## src/rtl/cordic_dualmode.sv

```systemverilog
`default_nettype none
// ============================================================================
// Module   : cordic_dualmode
// Purpose  : Iterative CORDIC engine, vectoring (magnitude/phase) or rotation
//            selected per request, with quadrant pre-rotation, optional 1/K
//            gain compensation and valid/ready handshakes on both sides.
// Revision : 1.0 - initial release
// ============================================================================
module cordic_dualmode #(
    parameter int INPUT_WIDTH = 16,
    parameter int INT_WIDTH   = 32,
    parameter int ITERATIONS  = 16,
    parameter int COMPENSATE  = 1
) (
    input  logic                        clk,
    input  logic                        rst_n,
    input  logic                        in_valid,
    output logic                        in_ready,
    input  logic                        mode_in,
    input  logic [INPUT_WIDTH-1:0]      x_in,
    input  logic [INPUT_WIDTH-1:0]      y_in,
    input  logic [INT_WIDTH-1:0]        z_in,
    output logic                        out_valid,
    input  logic                        out_ready,
    output logic signed [INT_WIDTH-1:0] x_out,
    output logic signed [INT_WIDTH-1:0] y_out,
    output logic signed [INT_WIDTH-1:0] z_out,
    output logic                        busy
);

    // pi/2 in Q3.28 radians
    localparam logic signed [INT_WIDTH-1:0] c_half_pi = INT_WIDTH'(421657428);

    typedef enum logic [2:0] {
        ST_IDLE = 3'd0,
        ST_PRE  = 3'd1,
        ST_ITER = 3'd2,
        ST_COMP = 3'd3,
        ST_DONE = 3'd4
    } state_t;

    state_t r_state, w_next;

    logic                        r_mode;   // 0 = vectoring, 1 = rotation
    logic                        r_zero;   // vectoring request with a (0,0) input
    logic signed [INT_WIDTH-1:0] r_x, r_y, r_z;
    logic [4:0]                  r_iter;

    logic signed [INT_WIDTH-1:0] w_xs, w_ys, w_x_comp, w_y_comp;
    logic                        w_ccw;

    // round(atan(2^-i) * 2^28)
    function automatic logic signed [INT_WIDTH-1:0] atan_lut(input logic [4:0] i);
        case (i)
            5'd0:  atan_lut = INT_WIDTH'(210828714);
            5'd1:  atan_lut = INT_WIDTH'(124459457);
            5'd2:  atan_lut = INT_WIDTH'(65760959);
            5'd3:  atan_lut = INT_WIDTH'(33381290);
            5'd4:  atan_lut = INT_WIDTH'(16755422);
            5'd5:  atan_lut = INT_WIDTH'(8385879);
            5'd6:  atan_lut = INT_WIDTH'(4193963);
            5'd7:  atan_lut = INT_WIDTH'(2097109);
            5'd8:  atan_lut = INT_WIDTH'(1048571);
            5'd9:  atan_lut = INT_WIDTH'(524287);
            5'd10: atan_lut = INT_WIDTH'(262144);
            5'd11: atan_lut = INT_WIDTH'(131072);
            5'd12: atan_lut = INT_WIDTH'(65536);
            5'd13: atan_lut = INT_WIDTH'(32768);
            5'd14: atan_lut = INT_WIDTH'(16384);
            5'd15: atan_lut = INT_WIDTH'(8192);
            5'd16: atan_lut = INT_WIDTH'(4096);
            5'd17: atan_lut = INT_WIDTH'(2048);
            5'd18: atan_lut = INT_WIDTH'(1024);
            5'd19: atan_lut = INT_WIDTH'(512);
            5'd20: atan_lut = INT_WIDTH'(256);
            5'd21: atan_lut = INT_WIDTH'(128);
            5'd22: atan_lut = INT_WIDTH'(64);
            5'd23: atan_lut = INT_WIDTH'(32);
            default: atan_lut = '0;
        endcase
    endfunction

    // Multiply by 39797/65536 (~1/K) through a double-width signed product
    function automatic logic signed [INT_WIDTH-1:0] scale_inv_k(input logic signed [INT_WIDTH-1:0] v);
        logic signed [2*INT_WIDTH-1:0] p;
        p = signed'({{INT_WIDTH{v[INT_WIDTH-1]}}, v}) * (2*INT_WIDTH)'(39797);
        scale_inv_k = p[INT_WIDTH+15:16];
    endfunction

    assign w_xs  = r_x >>> r_iter;
    assign w_ys  = r_y >>> r_iter;
    // Counter-clockwise step: rotation with z >= 0, or vectoring with y < 0
    assign w_ccw = r_mode ? ~r_z[INT_WIDTH-1] : r_y[INT_WIDTH-1];

    generate
        if (COMPENSATE != 0) begin : g_comp
            assign w_x_comp = scale_inv_k(r_x);
            assign w_y_comp = scale_inv_k(r_y);
        end else begin : g_nocomp
            assign w_x_comp = r_x;
            assign w_y_comp = r_y;
        end
    endgenerate

    assign in_ready  = (r_state == ST_IDLE);
    assign busy      = (r_state != ST_IDLE);
    assign out_valid = (r_state == ST_DONE);

    // State register
    always_ff @(posedge clk or negedge rst_n) begin
        if (!rst_n) r_state <= ST_IDLE;
        else        r_state <= w_next;
    end

    // Next-state logic
    always_comb begin
        w_next = r_state;
        unique case (r_state)
            ST_IDLE: if (in_valid) w_next = ST_PRE;
            ST_PRE:  w_next = ST_ITER;
            ST_ITER: if (r_iter == 5'(ITERATIONS - 1)) w_next = ST_COMP;
            ST_COMP: w_next = ST_DONE;
            ST_DONE: if (out_ready) w_next = ST_IDLE;
            default: w_next = ST_IDLE;
        endcase
    end

    // Datapath: capture, quadrant pre-rotation, micro-rotations, result register
    always_ff @(posedge clk or negedge rst_n) begin
        if (!rst_n) begin
            r_mode <= 1'b0;
            r_zero <= 1'b0;
            r_x    <= '0;
            r_y    <= '0;
            r_z    <= '0;
            r_iter <= '0;
            x_out  <= '0;
            y_out  <= '0;
            z_out  <= '0;
        end else begin
            unique case (r_state)
                ST_IDLE: if (in_valid) begin
                    r_mode <= mode_in;
                    r_zero <= ~mode_in & (x_in == '0) & (y_in == '0);
                    r_x    <= {{(INT_WIDTH-INPUT_WIDTH){x_in[INPUT_WIDTH-1]}}, x_in};
                    r_y    <= {{(INT_WIDTH-INPUT_WIDTH){y_in[INPUT_WIDTH-1]}}, y_in};
                    r_z    <= mode_in ? signed'(z_in) : '0;
                    r_iter <= '0;
                end
                ST_PRE: begin
                    if (!r_mode) begin
                        if (r_x[INT_WIDTH-1] && !r_y[INT_WIDTH-1]) begin
                            r_x <= r_y;
                            r_y <= -r_x;
                            r_z <= c_half_pi;
                        end else if (r_x[INT_WIDTH-1]) begin
                            r_x <= -r_y;
                            r_y <= r_x;
                            r_z <= -c_half_pi;
                        end
                    end else begin
                        if (r_z > c_half_pi) begin
                            r_x <= -r_y;
                            r_y <= r_x;
                            r_z <= r_z - c_half_pi;
                        end else if (r_z < -c_half_pi) begin
                            r_x <= r_y;
                            r_y <= -r_x;
                            r_z <= r_z + c_half_pi;
                        end
                    end
                end
                ST_ITER: begin
                    if (w_ccw) begin
                        r_x <= r_x - w_ys;
                        r_y <= r_y + w_xs;
                        r_z <= r_z - atan_lut(r_iter);
                    end else begin
                        r_x <= r_x + w_ys;
                        r_y <= r_y - w_xs;
                        r_z <= r_z + atan_lut(r_iter);
                    end
                    r_iter <= r_iter + 5'd1;
                end
                ST_COMP: begin
                    x_out <= w_x_comp;
                    y_out <= w_y_comp;
                    z_out <= r_zero ? '0 : r_z;
                end
                default: ;
            endcase
        end
    end

endmodule
`default_nettype wire
```

## config.mk

```make
export PLATFORM = sky130hd
export DESIGN_NAME = cordic_dualmode
export DESIGN_NICKNAME = d
export VERILOG_FILES = /design/src/rtl/cordic_dualmode.sv
export SDC_FILE = /design/constraint.sdc
export NUM_CORES = 2
export LEC_CHECK = 0
export ABC_AREA = 1
export CORE_UTILIZATION = 48
export CTS_CLUSTER_DIAMETER = 100
export DETAILED_ROUTE_END_ITERATION = 12
export PLACE_DENSITY = 0.65
export RECOVER_POWER = 50
export SLEW_MARGIN = 30
export SYNTH_ARGS = -nofsm -noshare
export SYNTH_HDL_FRONTEND = slang
export SYNTH_SLANG_ARGS = --single-unit
```

## constraint.sdc

```tcl
create_clock -name clk -period 6.5 [get_ports clk]
set_input_delay 0.65 -clock clk [delete_from_list [all_inputs] [get_ports clk]]
set_output_delay 0.65 -clock clk [all_outputs]
set_load 0.005 [all_outputs]
```

Word level (Yosys, flattened, before mapping):

Memory sizes are Yosys's and may differ from the RTL's.
Index checks and enable logic that the tools add are counted.

* output and inout bits: 99
* memory bits (writable): 0
* memory bits (read-only): 1792
* bits of input ports: 69
* latch bits: 0
* bits in registers: 202
* memories: 2

* eq/ne operators: 10
* div/mod/pow operators: 0
* add/sub/neg operators: 11
* bitwise operators: 4
* magnitude comparators: 2
* mux-type cells: 37
* shifts and indexed selects: 2
* multiply operators: 2
* reductions and logical operators: 13

Memory list
* (name not given): words 32, width 28, read ports 1, clocked after memory_dff 0, wr ports 0, line 54 `case (i)`
* (name not given): words 32, width 28, read ports 1, clocked after memory_dff 0, wr ports 0, line 54

Operator list (number)
* $mux 32: 27
* $pmux 32 s3: 3
* $add 32x32->32: 3
* $mul 32x17->48 const B: 2
* $sub 32x32->32: 3
* $neg 32->32: 2
* $sshr 32x5->32: 2
* $add 32x30->32 const B: 1
* $gt 32x30->1 const B: 1
* $logic_not 16->1: 2
* $lt 32x30->1 const B: 1
* $sub 32x30->32 const B: 1
* $pmux 3 s5: 1
* $pmux 5 s2: 1
* $mux 3: 3
* $ne 4x4->1 const B: 2
* $eq 3x2->1 const B: 2
* $reduce_and 3->1: 2
* $reduce_bool 3->1: 2
* $add 5x1->5 const B: 1
* $eq 5x4->1 const B: 1
* $mux 5: 1
* $ne 2x2->1 const B: 2
* $reduce_and 2->1: 2
* other kinds (11): 13

Depth between registers and ports, before layout:

* depth after elaboration: 7
* depth in mapped cells: 39
* depth with buffers taken out: 37

Worst setup path after synthesis:

No wires, ideal clock.

* kind: flip-flop to flip-flop
* start point: register r_x[16]
* end point: register x_out[25]
* arrival: 5.500 ns
* path buffers: 0
* period minus slack after synthesis: 5.618 ns
* path slack: 0.882 ns
* cell stages (with the launch flop): 29
* required time: 6.382 ns
* cell sequence: dfrtp_1 > inv_1 > ha_1 > xor2_1 > ha_1 > inv_1 > fa_1 > inv_1 > fa_1 > fa_1 > inv_1 > fa_1 > inv_1 > ha_1 > a21oi_1 > inv_1 > a21oi_1 > inv_1 > a21oi_1 > o21ai_0 > a21oi_1 > inv_1 > a21oi_1 > o21ai_0 > nand2_1 > nand2_1 > or2_2 > nand3_1 > nand2_1

* longest elaborated chain between the ends: 1

Ends and longest elaborated chain
* start, declared: line 46 `logic signed [INT_WIDTH-1:0] r_x, r_y, r_z;`
* start signal, assigned: line 145 `r_x <= {{(INT_WIDTH-INPUT_WIDTH){x_in[INPUT_WIDTH-1]}}, x_in};`
* start signal, assigned: line 153 `r_x <= r_y;`
* start signal, assigned: line 157 `r_x <= -r_y;`
* $mul 32x17->48: line 86 `p = signed'({{INT_WIDTH{v[INT_WIDTH-1]}}, v}) * (2*INT_WIDTH)'(39797);`
* end signal, assigned: line 186 `x_out <= w_x_comp;`
* end, declared: line 25 `output logic signed [INT_WIDTH-1:0] x_out,`

No other way between the ends.
A chain may end at the register's enable or synchronous reset.

Final worst setup path:

* start point: register r_x[24]
* end point: register x_out[30]

The elaborated chain is that of the path after synthesis.

==> results.sh <==
export IMPL_result_of_the_run="finished, violations left"
export IMPL_failed_checks="max-capacitance violations, max-slew violations"
export IMPL_fin_crit_ns=6.137
export IMPL_synth_mux_area_fraction_pct=0.04472
export IMPL_synth_top_cells_by_area="fa_1, ha_1, dfrtp_1, nand2_1, inv_1"
export IMPL_finish_net_count=7991
export IMPL_routed_via_count=46360
export IMPL_initial_core_util_pct=48.40
export IMPL_fp_coreArea_um2=98280
export IMPL_globalRouteOverflowTotal=0
export IMPL_wire_per_inst_um=21.44
export IMPL_final_design_area_no_fill_um2=52540
export IMPL_max_clock_path_buffers=3
export IMPL_buffer_ports_inserted=167
export IMPL_synth_warnings=0
export IMPL_ant_nets=0
export IMPL_cts_buffers_inserted=30
export IMPL_worst_path_largest_cell_delay_ns=0.55
export IMPL_drt_drc_violations_left=0
export IMPL_grt_util_all_layers_pct=34.37
export IMPL_post_drt_via_cell_ratio=5.700
export IMPL_synth_net_count=7765
export IMPL_crit_buf_inv=4
export IMPL_worst_r2r_path_depth=20
export IMPL_post_synth_num_cell_types=72
export IMPL_floorplan_rows=115
export IMPL_global_route_wire_length_before_repair_um=263600
export IMPL_drt_initial_drc_count=4658
export IMPL_antenna_violations_before_repair=6
export IMPL_synth_yosys_seq_area_share_pct=10.63
export IMPL_area_growth_pct=10.46
export IMPL_setup_violations=0
export IMPL_hold_depth=2
export IMPL_nFillCells=9874
export IMPL_first_global_vias=44050
export IMPL_reg2reg_from="r_x[24]"
export IMPL_final_core_utilization_pct=53.46
export IMPL_dpl_cell_count=8077
export IMPL_synth_async_reset_ratio_pct=100.0
export IMPL_worst_setup_path_start_kind="register"
export IMPL_setup_tns_final_ns=0
export IMPL_place_hpwl_um=145400
export IMPL_tritoncts_num_sinks=202
export IMPL_synth_xor_area_share_pct=5.429
export IMPL_synth_top_family_by_area="adder cells"
export IMPL_layout_cells_non_filler=8134
export IMPL_finClkSkew_ns=0.04038
export IMPL_cp_data_required_time_ns=7.01
export IMPL_yosys_area_share_adder_pct=35.64
export IMPL_synthCells=6598
export IMPL_critical_path_peak_fanout=6
export IMPL_ys_dominant_reg_cell="dfrtp_1"
export IMPL_final_layout_size_suffix_gt1_share_pct=6.675
export IMPL_die_h_um=316.8
export IMPL_maxClockFrequency_mhz=163.0
export IMPL_cap_viol_max_count=2
export IMPL_htreeDepth=1
export IMPL_crit_slowest_cell="fa_1"
export IMPL_ioPinCount=168
export IMPL_synth_compound_gate_area_share_pct=15.55
export IMPL_drt_pre_antenna_iters=6
export IMPL_min_from="x_out[26]"
export IMPL_worst_slew_pin_slew_ns=3.744
export IMPL_total_die_area_um2=100400
export IMPL_clock_root_buffer="clkbuf_16"
export IMPL_relSlewSlack_pct=-149.6
export IMPL_timing_final_hold_violations=0
export IMPL_capture_endpoint_of_the_worst_hold_path="x_out[26]"
export IMPL_tritoncts="built"
export IMPL_setup_worst_path_class="reg2reg"
export IMPL_critPathArrivalTime_ns=6.65
export IMPL_dpl_instance_area_um2=51580
export IMPL_die_w_um=316.8
export IMPL_post_route_clock_period_utilization_pct=94.41
export IMPL_synth_edff_count=0
export IMPL_post_synth_cell_area_avg_um2=7.209
export IMPL_min_path_type="reg2reg"
export IMPL_path_clk_slew_ns=0.06
export IMPL_postRouteWirelength_um=174400
export IMPL_synth_top_area_cell="fa_1"
export IMPL_drv_slew=128
export IMPL_crit_path_cell_trace="inv_1, ha_1, inv_1, fa_1, fa_1, inv_1, fa_1, fa_1, fa_1, ha_1, a21oi_1, inv_1, a31oi_1, o21ai_0, a21oi_1, nand2_1, a21oi_1, o21ai_0, xor2_1, o21ai_0"
export IMPL_netlist_area_um2=47570
export IMPL_synthSimpleGateAreaFrac_pct=21.06
export IMPL_grt_max_degree=144
export IMPL_rr_endpoint="x_out[30]"
export IMPL_critical_path_most_common_cell="fa_1"
export IMPL_timing_reg2reg_setup_slack_ns=0.36
export IMPL_timing_critical_path_to_type="register"
export IMPL_rsz0062_at_grt="false"
export IMPL_ys_ff_latch=202
export IMPL_gp_congestion=1.049
export IMPL_yosysTopAreaCellShare_pct=18.01
export IMPL_path_delay_family="adder cells"
export IMPL_clock_insertion_delay_worst_skew_ns=0.64
## registers in the layout, indices dropped and copies added (netlist names)
signal and cells:
r_mode 1, y_out 32, z_out 32, x_out 32, r_iter 5, r_zero 1
r_state 3, r_z 32, r_x 32, r_y 32
## synthesized netlist by cell type (all sizes together) (18+ instances only)
cell    instances
o31ai          44
o211ai         43
xnor2         100
a21oi         455
nand2        1267
o21ai         420
dfrtp         202
a31oi          88
buf           101
or2            43
xor2          194
clkbuf         83
ha            670
a22oi          20
nor2          469
nor4           30
inv          1231
o221ai         33
nor3           47
nand4          46
o21a           24
fa            428
a221oi         18
nand3         402
## cell type report
type,count,area (um2),area share [%]
Antenna cell,1,2.502,0.004763
Clock inverter,12,77.57,0.1476
Sequential cell,202,5066,9.642
Tap cell,1287,1610,3.065
Inverter,1234,4637,8.825
Timing Repair Buffer,378,3287,6.256
Clock buffer,42,867.1,1.650
Multi-Input combinational cell,4978,36990,70.41
## worst max-delay path by stage
stage	startpoint	to	slack, ns	cells after the start
6_report	r_x[24]	x_out[30]	0.36	20
5_1_grt	r_y[4]	y_out[17]	0.02	24
4_1_cts	r_y[5]	y_out[17]	0.21	22
3_5_place_dp	r_y[5]	y_out[17]	0.28	22
3_3_place_gp	r_y[5]	y_out[17]	0.34	22
2_1_floorplan	r_x[16]	x_out[25]	0.88	28
## logic make-up after synthesis
family | after synthesis
muxes | 2
and+or+nand+nor | 2327
AOI/OAI and AO/OA | 1257
adders and majority gates | 1098
buffers and inverters | 1418
xor gates and xnor gates | 294
DFF | 202
## per-layer routing
| metal | share of wire, % | wire length [um] | up-vias | GRT usage, % |
|---|---|---|---|---|
| li1 | - | - | 21890 | - |
| met1 | 43 | 75020 | 22070 | 47.86 |
| met2 | 43 | 75590 | 2052 | 52.67 |
| met3 | 8.9 | 15460 | 340 | 5.621 |
| met4 | 4.7 | 8277 | 6 | 14.38 |
| met5 | 0.025 | 44 | - | 0 |
## worst min-delay path, cell delays in order (launching register included)
cell and delay [ns]:
dfrtp_1 0.33, nand2_1 0.05, nand2_1 0.05
## per-stage QoR
stage / setup WS, ns / hold slack (ns)
floorplan: 0.8818 / 0.3544
global placement: 0.3392 / 0.4643
detailed placement: 0.2768 / 0.4651
CTS: 0.2087 / 0.4826
global route: 0.01670 / 0.4925
finish: 0.3631 / 0.4711
## placed cells by master (no fill, tap or decap), drive strengths merged, types with 44 or more instances in the layout
cell type | netlist | routed
nand2 | 1267 | 1267
dlygate4sd3 | 0 | 48
buf | 101 | 210
nand4 | 46 | 46
clkdlybuf4s50 | 0 | 119
nand3 | 402 | 402
ha | 670 | 670
a21oi | 455 | 455
a31oi | 88 | 88
dfrtp | 202 | 202
nor2 | 469 | 469
xnor2 | 100 | 100
fa | 428 | 428
o31ai | 44 | 44
o21ai | 420 | 420
nor3 | 47 | 47
inv | 1231 | 1233
xor2 | 194 | 194
## timing repair
item                                   4_1_cts  5_1_grt
endpoints found under the hold margin       59        0
gates resized for setup                      0        3
buffers inserted                             0        0
hold buffers                                 1        0
setup endpoints to repair                    0        3
Power is not shown: default switching activity piles up to over one toggle a cycle in this logic, so the estimate is an artifact.
